`src/rtl/cache_mem_arbiter.sv`:
```
// rtl/cache_mem_arbiter.sv - memory arbiter for I-cache fill, D-cache fill and D-cache store traffic
// Optional feature: ARB_ROUND_ROBIN_EN selects round-robin fill arbitration instead of fixed priority.
module cache_mem_arbiter (
    input  logic        clk,
    input  logic        rst_n,
    input  logic        icache_fsm_busy,
    input  logic [15:0] icache_mem_addr,
    input  logic        dcache_fsm_busy,
    input  logic [15:0] dcache_mem_addr,
    input  logic        dcache_wr_req,
    input  logic [15:0] dcache_wr_addr,
    input  logic [15:0] dcache_wr_data,
    input  logic        mem_data_valid,
    output logic [15:0] mem_addr,
    output logic        mem_enable,
    output logic        mem_wr,
    output logic [15:0] mem_data_in,
    output logic        icache_data_valid,
    output logic        dcache_data_valid,
    output logic        dcache_wr_done,
    output logic        arb_busy
);

    typedef enum logic [1:0] {IDLE, IFILL, DFILL, WRITE} state_t;

    state_t     state, next_state;
    logic [2:0] beat_cnt;
    logic       in_fill, owner_busy, fill_done;
    logic       d_first, grant_w, grant_d, grant_i;

    assign in_fill    = (state == IFILL) || (state == DFILL);
    assign owner_busy = (state == IFILL) ? icache_fsm_busy : dcache_fsm_busy;
    assign fill_done  = in_fill && mem_data_valid && (beat_cnt == 3'd7);

`ifdef ARB_ROUND_ROBIN_EN
    // Set when the most recently completed fill belonged to the D-cache.
    logic last_fill_d;

    always_ff @(posedge clk or negedge rst_n) begin
        if (!rst_n)
            last_fill_d <= 1'b0;
        else if (fill_done)
            last_fill_d <= (state == DFILL);
    end

    assign d_first = dcache_fsm_busy && (!icache_fsm_busy || !last_fill_d);
`else
    assign d_first = dcache_fsm_busy;
`endif

    assign grant_w = dcache_wr_req;
    assign grant_d = !dcache_wr_req && d_first;
    assign grant_i = !dcache_wr_req && !d_first && icache_fsm_busy;

    always_ff @(posedge clk or negedge rst_n) begin
        if (!rst_n)
            state <= IDLE;
        else
            state <= next_state;
    end

    // Counter is zero whenever a fill is not continuing, so every fill entry starts at beat 0.
    always_ff @(posedge clk or negedge rst_n) begin
        if (!rst_n)
            beat_cnt <= 3'd0;
        else if (!in_fill || next_state != state)
            beat_cnt <= 3'd0;
        else if (mem_data_valid)
            beat_cnt <= beat_cnt + 3'd1;
    end

    always_comb begin
        next_state = state;
        case (state)
            IDLE: begin
                if (grant_w)
                    next_state = WRITE;
                else if (grant_d)
                    next_state = DFILL;
                else if (grant_i)
                    next_state = IFILL;
            end
            IFILL, DFILL: begin
                if (!owner_busy || fill_done)
                    next_state = IDLE;
            end
            WRITE:   next_state = IDLE;
            default: next_state = IDLE;
        endcase
    end

    // Outputs are forced low while reset is asserted, even if requests are present.
    always_comb begin
        mem_addr          = 16'h0000;
        mem_enable        = 1'b0;
        mem_wr            = 1'b0;
        mem_data_in       = 16'h0000;
        icache_data_valid = 1'b0;
        dcache_data_valid = 1'b0;
        dcache_wr_done    = 1'b0;
        arb_busy          = 1'b0;
        if (rst_n) begin
            arb_busy = (state != IDLE);
            case (state)
                IDLE: begin
                    if (grant_w) begin
                        mem_addr   = dcache_wr_addr;
                        mem_enable = 1'b1;
                    end else if (grant_d) begin
                        mem_addr   = dcache_mem_addr;
                        mem_enable = 1'b1;
                    end else if (grant_i) begin
                        mem_addr   = icache_mem_addr;
                        mem_enable = 1'b1;
                    end
                end
                IFILL: begin
                    mem_addr          = icache_mem_addr;
                    mem_enable        = 1'b1;
                    icache_data_valid = mem_data_valid;
                end
                DFILL: begin
                    mem_addr          = dcache_mem_addr;
                    mem_enable        = 1'b1;
                    dcache_data_valid = mem_data_valid;
                end
                WRITE: begin
                    mem_addr       = dcache_wr_addr;
                    mem_enable     = 1'b1;
                    mem_wr         = 1'b1;
                    mem_data_in    = dcache_wr_data;
                    dcache_wr_done = 1'b1;
                end
                default: ;
            endcase
        end
    end

endmodule

```
`config.mk`:
```
export PLATFORM = sky130hd
export DESIGN_NAME = cache_mem_arbiter
export DESIGN_NICKNAME = d
export VERILOG_FILES = /design/src/rtl/cache_mem_arbiter.sv
export SDC_FILE = /design/constraint.sdc
export NUM_CORES = 1
export LEC_CHECK = 0
export CAP_MARGIN = 5
export CORE_MARGIN = 4
export CORE_UTILIZATION = 35
export DETAILED_ROUTE_END_ITERATION = 10
export GPL_ROUTABILITY_DRIVEN = 1
export PLACE_DENSITY_LB_ADDON = 0.12
export RECOVER_POWER = 100
export SLEW_MARGIN = 10
export SYNTH_ARGS = -nofsm -noshare
export SYNTH_HDL_FRONTEND = slang
export SYNTH_SLANG_ARGS = --single-unit
```
`constraint.sdc`:
```
create_clock -name clk -period 4.5 [get_ports clk]
set_clock_uncertainty 0.1 [all_clocks]
set_input_delay 0.45 -clock clk [delete_from_list [all_inputs] [get_ports clk]]
set_output_delay 0.45 -clock clk [all_outputs]
set_load 0.01 [all_outputs]
```
==> summary.md, run 1 <==
| Metric | Value |
|---|---|
| Status | `finished clean` |
| Port Buffers | `107` |
| Die Y | `68.5 um` |
| R2R setup slack | `1.52 ns` |
| Tightest Pin Transition | `1.08 ns` |
| CTS tree | `built` |
| IO Pins | `108` |
| Iteration-0 DRC Markers | `200` |
| Cts hold-fix bufs | `0` |
| Hold Path Depth | `2` |
| Sw frac | `0.462` |
| Largest net degree at the start of global routing | `41` |
| First-pass GRT wire length | `8120 um` |
| Final-layout fill cell count | `297` |
| CP endpoint kind | `output port` |
| Setup WS pre-CTS | `1.33 ns` |
| Clk slew on worst S/H paths | `0.04 ns` |
| Pwr dens | `369 nW/um^2` |
| Ant diodes | `0` |
| Reg2reg path depth | `6` |
| Yosys reg bits | `5` |
| Max rail drop VDD | `0.000206 V` |
| TritonRoute pass-1 iters | `6` |
| P_leak | `1.01 nW` |
| Syn nets | `239` |
| Clk pwr share | `0.102` |
| Routed WL | `5270 um` |
| Dominant cells by area after synthesis | `a222oi_1 (13%), dfrtp_1 (9.8%), a221oi_2 (9.4%)` |
| Rows | `21` |
| Core ar. | `3440 um^2` |
| RSZ-0062 raised after global routing | `no` |
| WP data arrival | `3.11 ns` |
| Final Util | `0.683` |
| Hold-critical path endpoint | `beat_cnt[0]` |
| Setup TNS | `0 ns` |
| Initial antenna violation count | `0` |
| Internal | `0.466 mW` |
| Grt ovf | `0` |
| Total GRT Usage | `0.222` |
| Max-slew violations | `0` |
| Hold_sp | `beat_cnt[0]` |
| Crit Path Class | `register to output port` |
| Final WS setup | `0.837 ns` |
| Final min period | `3.66 ns` |
| CP Launch Type | `register` |
| Drt wl/cell | `17.4 um` |
| Ys flop type | `dfrtp_1` |
| Sequential Power Share | `0.093` |
| Final Setup Violations | `0` |
| Via-to-Cell Ratio | `5.85` |
| Mapped Cells | `163` |
| RR Endpoint | `beat_cnt[1]` |
| Area leader, netlist | `a222oi_1` |
| Routed Antenna Nets | `0` |
| Sink Count | `5` |
| Syn Std Cell Area | `1280 um^2` |
| Setup bufs post-CTS | `0` |
| Sw Pwr | `0.400 mW` |
| Critical Path RT | `3.95 ns` |
| PostCTS Resize Cnt | `0` |
| Starting Density | `0.372` |
| Final hold vios | `0` |
| HP Class | `register to register` |
| Reg2Reg Launch Point | `state[0]` |
| Die ar. | `4690 um^2` |
| GPL Wtd Cong | `0.854` |
| Async SR Flop Fraction | `1.00` |
| Bufs on Longest Clock Path | `2` |
| Comb power frac | `0.806` |
| Maxcap violations | `0` |
| Via count | `1772` |
| Most common cell after layout, fill and taps aside | `clkdlybuf4s50_1` |
| Most frequent cells in the layout | `clkdlybuf4s50_1 (69), dlygate4sd3_1 (38), o21ai_0 (18), and3_1 (18)` |
| CTS buffer count | `3` |
| Layout net count | `334` |
| Synth unique cells | `30` |
| Fmax | `273 MHz` |
| DRC Markers | `0` |
| Crit path max fanout | `27` |
| Syn avg cell area | `7.85 um^2` |
| Fin crit share | `0.814` |
| Post-synth EDFFs | `0` |
| Vias in the first global route | `1762` |
| Slew headroom | `0.279` |
| H-tree levels | `1` |
| Final HPWL DP | `3790 um` |
| Clk_lat worst skew | `0.23 ns` |
| CTS root buffer | `clkbuf_8` |
| Ys Warns | `0` |
| Area Growth Syn to Fin | `83.7%` |
| Synth top area share | `0.125` |
| DIE WIDTH | `68.5 um` |
| Layout cells sized above 1 | `0.0700` |
| Sequential share of the synthesized area | `0.0978` |
[flip-flops by register name, summed over array words and instances (netlist names)]
signal / cells
beat_cnt: 3
state: 2
[Yosys cell counts (3+ instances only)]
master    instances
and3_1           18
o21ai_0          18
and2_1           17
a222oi_1         16
o22ai_1          16
clkbuf_1         11
a221oi_1          8
a221oi_2          8
buf_2             6
ha_1              6
dfrtp_1           5
inv_1             4
buf_6             3
mux2i_1           3
nor2_1            3
nor3_1            3
[critical path: stages (launching register included)]
cell	delay (ns)
dfrtp_1	0.45
inv_1	0.15
ha_1	0.75
clkbuf_1	0.43
o21ai_0	0.16
o22ai_1	0.16
and2_1	0.14
dlygate4sd3_1	0.62
[layout make-up]
| type | instances | area [um^2] | share of cell area |
|---|---|---|---|
| timing repair buffer | 113 | 1100 | 0.470 |
| multi-input combinational | 130 | 1000 | 0.425 |
| sequential | 5 | 125 | 0.0532 |
| tap | 46 | 57.6 | 0.0245 |
| clock buffer | 4 | 45.0 | 0.0192 |
| inverter | 5 | 18.8 | 0.00798 |
[worst max-delay path by stage]
stage,to,startpoint,slack [ns]
floorplan,mem_addr[10],state[0],2.33
CTS,mem_addr[13],state[0],1.11
detailed placement,mem_addr[4],icache_fsm_busy,1.33
global placement,mem_addr[12],state[0],1.39
finish,mem_addr[13],state[0],0.84
global route,mem_addr[13],state[0],0.59
[routing by layer]
metal	up-vias	GRT usage	routed length (um)
met4	0	0.0794	69
met3	7	0.0575	721
met2	107	0.384	2470
li1	864	-	-
met1	794	0.262	2010
met5	-	0	0
[logic make-up after synthesis]
family | Yosys count | share of synthesized area
muxes | 3 | 0.0235
and+or+nand+nor | 47 | 0.215
adders and majority gates | 6 | 0.0586
buffers and inverters | 28 | 0.109
AOI/OAI and AO/OA | 73 | 0.490
DFF | 5 | 0.0978
xor gates and xnor gates | 1 | 0.00684
[power by group through the flow]
stage          clock network, mW  registers [mW]  logic, mW
2_1_floorplan                  0          0.0736      0.471
3_3_place_gp                   0          0.0783      0.734
3_5_place_dp                   0          0.0811      0.744
4_1_cts                   0.0883          0.0805      0.748
5_1_grt                   0.0894          0.0817      0.768
6_report                  0.0881          0.0802      0.698
[per-stage QoR]
step                cell area [um^2]  total power [mW]  hold WS (ns)  instances
floorplan                       1280             0.544        0.0544        163
global placement                2340             0.812         0.452        299
detailed placement              2340             0.825         0.461        299
CTS                             2380             0.916         0.472        303
global route                    2350             0.940         0.502        303
finish                          2350             0.867         0.467        303
Power figures use the tool's default switching activity.
==> run 2: changes to the inputs <==
--- a/config.mk
+++ b/config.mk
@@ -7,7 +7,7 @@
 export LEC_CHECK = 0
 export CAP_MARGIN = 5
 export CORE_MARGIN = 4
-export CORE_UTILIZATION = 35
+export CORE_UTILIZATION = 30
 export DETAILED_ROUTE_END_ITERATION = 10
 export GPL_ROUTABILITY_DRIVEN = 1
 export PLACE_DENSITY_LB_ADDON = 0.12
==> constraint.sdc (replaced) <==
create_clock -name clk -period 3.2 [get_ports clk]
set_clock_uncertainty 0.1 [all_clocks]
set_input_delay 0.32 -clock clk [delete_from_list [all_inputs] [get_ports clk]]
set_output_delay 0.32 -clock clk [all_outputs]
set_load 0.01 [all_outputs]
==> run 2 against run 1 <==
  * Via count up 2.8%
  * Routed wire length down 1.9%
  * Worst setup slack worse by 0.49 ns
  * Critical path type unchanged
  * First-iteration DRC count down 9.5%
  * Non-clock buffer count up 5
  * Total power up 41%
  * Register-to-register slack worse by 0.87 ns
  * Final cell count up 3.0%
  * Sequential cell count unchanged
  * Sequential share of layout area down 0.12 points
  * Die area up 15%
==> summary.md, run 2 (synthesis results as in run 1) <==
| Metric | Value |
|---|---|
| Reg2Reg Launch Point | `state[1]` |
| Drt wl/cell | `16.6 um` |
| Top Registers | `beat_cnt (3), state (2)` |
| Total GRT Usage | `0.189` |
| Clk pwr share | `0.094` |
| DRC Markers | `0` |
| Final HPWL DP | `3720 um` |
| Sw frac | `0.448` |
| Final-layout fill cell count | `376` |
| Maxcap violations | `0` |
| Reg with most FFs | `beat_cnt` |
| Met1 Usage GRT | `0.224` |
| RR Endpoint | `beat_cnt[1]` |
| H-tree levels | `1` |
| HP Class | `input port to async pin` |
| Max rail drop VDD | `0.000233 V` |
| Most common cell after layout, fill and taps aside | `clkdlybuf4s50_1` |
| Initial antenna violation count | `0` |
| Port Buffers | `107` |
| First-pass GRT wire length | `8420 um` |
| Fmax | `351 MHz` |
| Die Y | `73.3 um` |
| Comb power frac | `0.816` |
| GPL Wtd Cong | `0.827` |
| Final std cells w/o fill | `312` |
| Area Growth Syn to Fin | `87.9%` |
| Slew headroom | `0.396` |
| Layout cells sized above 1 | `0.0992` |
| M2 GR Usage | `0.344` |
| M3 GR Usage | `0.0534` |
| Crit Path Class | `register to output port` |
| Grt peak-use layer | `met2` |
| TritonRoute pass-1 iters | `6` |
| Starting Density | `0.315` |
| Final Hold Slack | `0.449 ns` |
| DIE WIDTH | `73.3 um` |
| Setup crit end | `mem_addr[14]` |
| Max-slew violations | `0` |
| Final min period | `2.85 ns` |
| Grt ovf | `0` |
| Largest net degree at the start of global routing | `43` |
| CTS buffer count | `3` |
| Pwr dens | `507 nW/um^2` |
| Critical Path RT | `2.78 ns` |
| Rows | `23` |
| WP data arrival | `2.43 ns` |
| Worst Setup SP | `state[0]` |
| Reg2reg path depth | `7` |
| Dpl cells | `308` |
| Routed WL | `5170 um` |
| Crit path max fanout | `16` |
| CP Launch Type | `register` |
| Via-to-Cell Ratio | `5.84` |
| R2R setup slack | `0.65 ns` |
| Routed Antenna Nets | `0` |
| Final hold vios | `0` |
| Tightest Pin Transition | `0.884 ns` |
| Most frequent cells in the layout | `clkdlybuf4s50_1 (70), dlygate4sd3_1 (37), o21ai_0 (18), and3_1 (18)` |
| Max reg flops | `3` |
| Clk slew on worst S/H paths | `0.04 ns` |
| IO Pins | `108` |
| Clk_lat worst skew | `0.22 ns` |
| PostCTS Resize Cnt | `0` |
| Internal | `0.673 mW` |
| Setup TNS | `0 ns` |
| Via count | `1821` |
| Vias in the first global route | `1877` |
| Iteration-0 DRC Markers | `181` |
| CP endpoint kind | `output port` |
| Layout net count | `339` |
| Final Setup Violations | `0` |
| Status | `finished clean` |
| Core ar. | `4060 um^2` |
| Ant diodes | `0` |
| Sink Count | `5` |
| P_leak | `1.05 nW` |
| Sequential Power Share | `0.089` |
| Cts hold-fix bufs | `0` |
| Sw Pwr | `0.546 mW` |
| Die ar. | `5380 um^2` |
| Bufs on Longest Clock Path | `2` |
| Setup bufs post-CTS | `0` |
| RSZ-0062 raised after global routing | `no` |
| CTS tree | `built` |
| Fin crit share | `0.891` |
| CTS root buffer | `clkbuf_8` |
==> run 2: cell count changes in the layout (fill, tap and decap cells not counted), sizes merged <==
cell / before / now
dlygate4sd3: 38 / 37
clkdlybuf4s50: 69 / 70
buf: 3 / 11
clkbuf: 7 / 4
==> run 2: power by group through the flow <==
stage,logic (mW),registers [mW],clock network (mW)
global placement,1.05,0.110,0
floorplan,0.662,0.104,0
detailed placement,1.06,0.110,0
finish,0.995,0.109,0.115
global route,1.11,0.114,0.125
CTS,1.06,0.109,0.118
==> run 2: cell type report <==
class | count | area [um^2] | area share
clock buffer | 4 | 45.0 | 0.0187
multi-input combinational | 130 | 1000 | 0.416
inverter | 5 | 18.8 | 0.00780
sequential | 5 | 125 | 0.0520
timing repair buffer | 118 | 1150 | 0.480
tap | 50 | 62.6 | 0.0260
==> run 2: worst max-delay path: stages, from the launching register on <==
cell and delay (ns):
dfrtp_1 0.44, inv_1 0.12, ha_1 0.22, buf_4 0.20, a222oi_1 0.32, o22ai_1 0.13, and2_1 0.17, dlygate4sd3_1 0.60
==> run 2: metal layers <==
layer,part of all wire,vias up
met5,0,-
met4,0.0037,0
met3,0.12,2
met2,0.46,110
met1,0.41,842
li1,-,867
==> run 2: how the worst min path moves through the flow <==
stage / startpoint / to / slack (ns)
after floorplan: rst_n / beat_cnt[0] / -0.08
after global placement: beat_cnt[0] / beat_cnt[0] / 0.46
after detailed placement: beat_cnt[0] / beat_cnt[0] / 0.46
after CTS: rst_n / state[1] / 0.38
after global routing: rst_n / state[1] / 0.50
final: rst_n / state[1] / 0.45
==> run 2: stage by stage <==
stage / cell area, um^2 / power (mW) / utilization / setup WS (ns)
CTS: 2420 / 1.29 / 0.597 / 0.347
global placement: 2380 / 1.16 / 0.586 / 0.581
finish: 2400 / 1.22 / 0.593 / 0.349
global route: 2400 / 1.35 / 0.593 / 0.151
floorplan: 1280 / 0.765 / - / 1.16
detailed placement: 2380 / 1.17 / 0.586 / 0.570
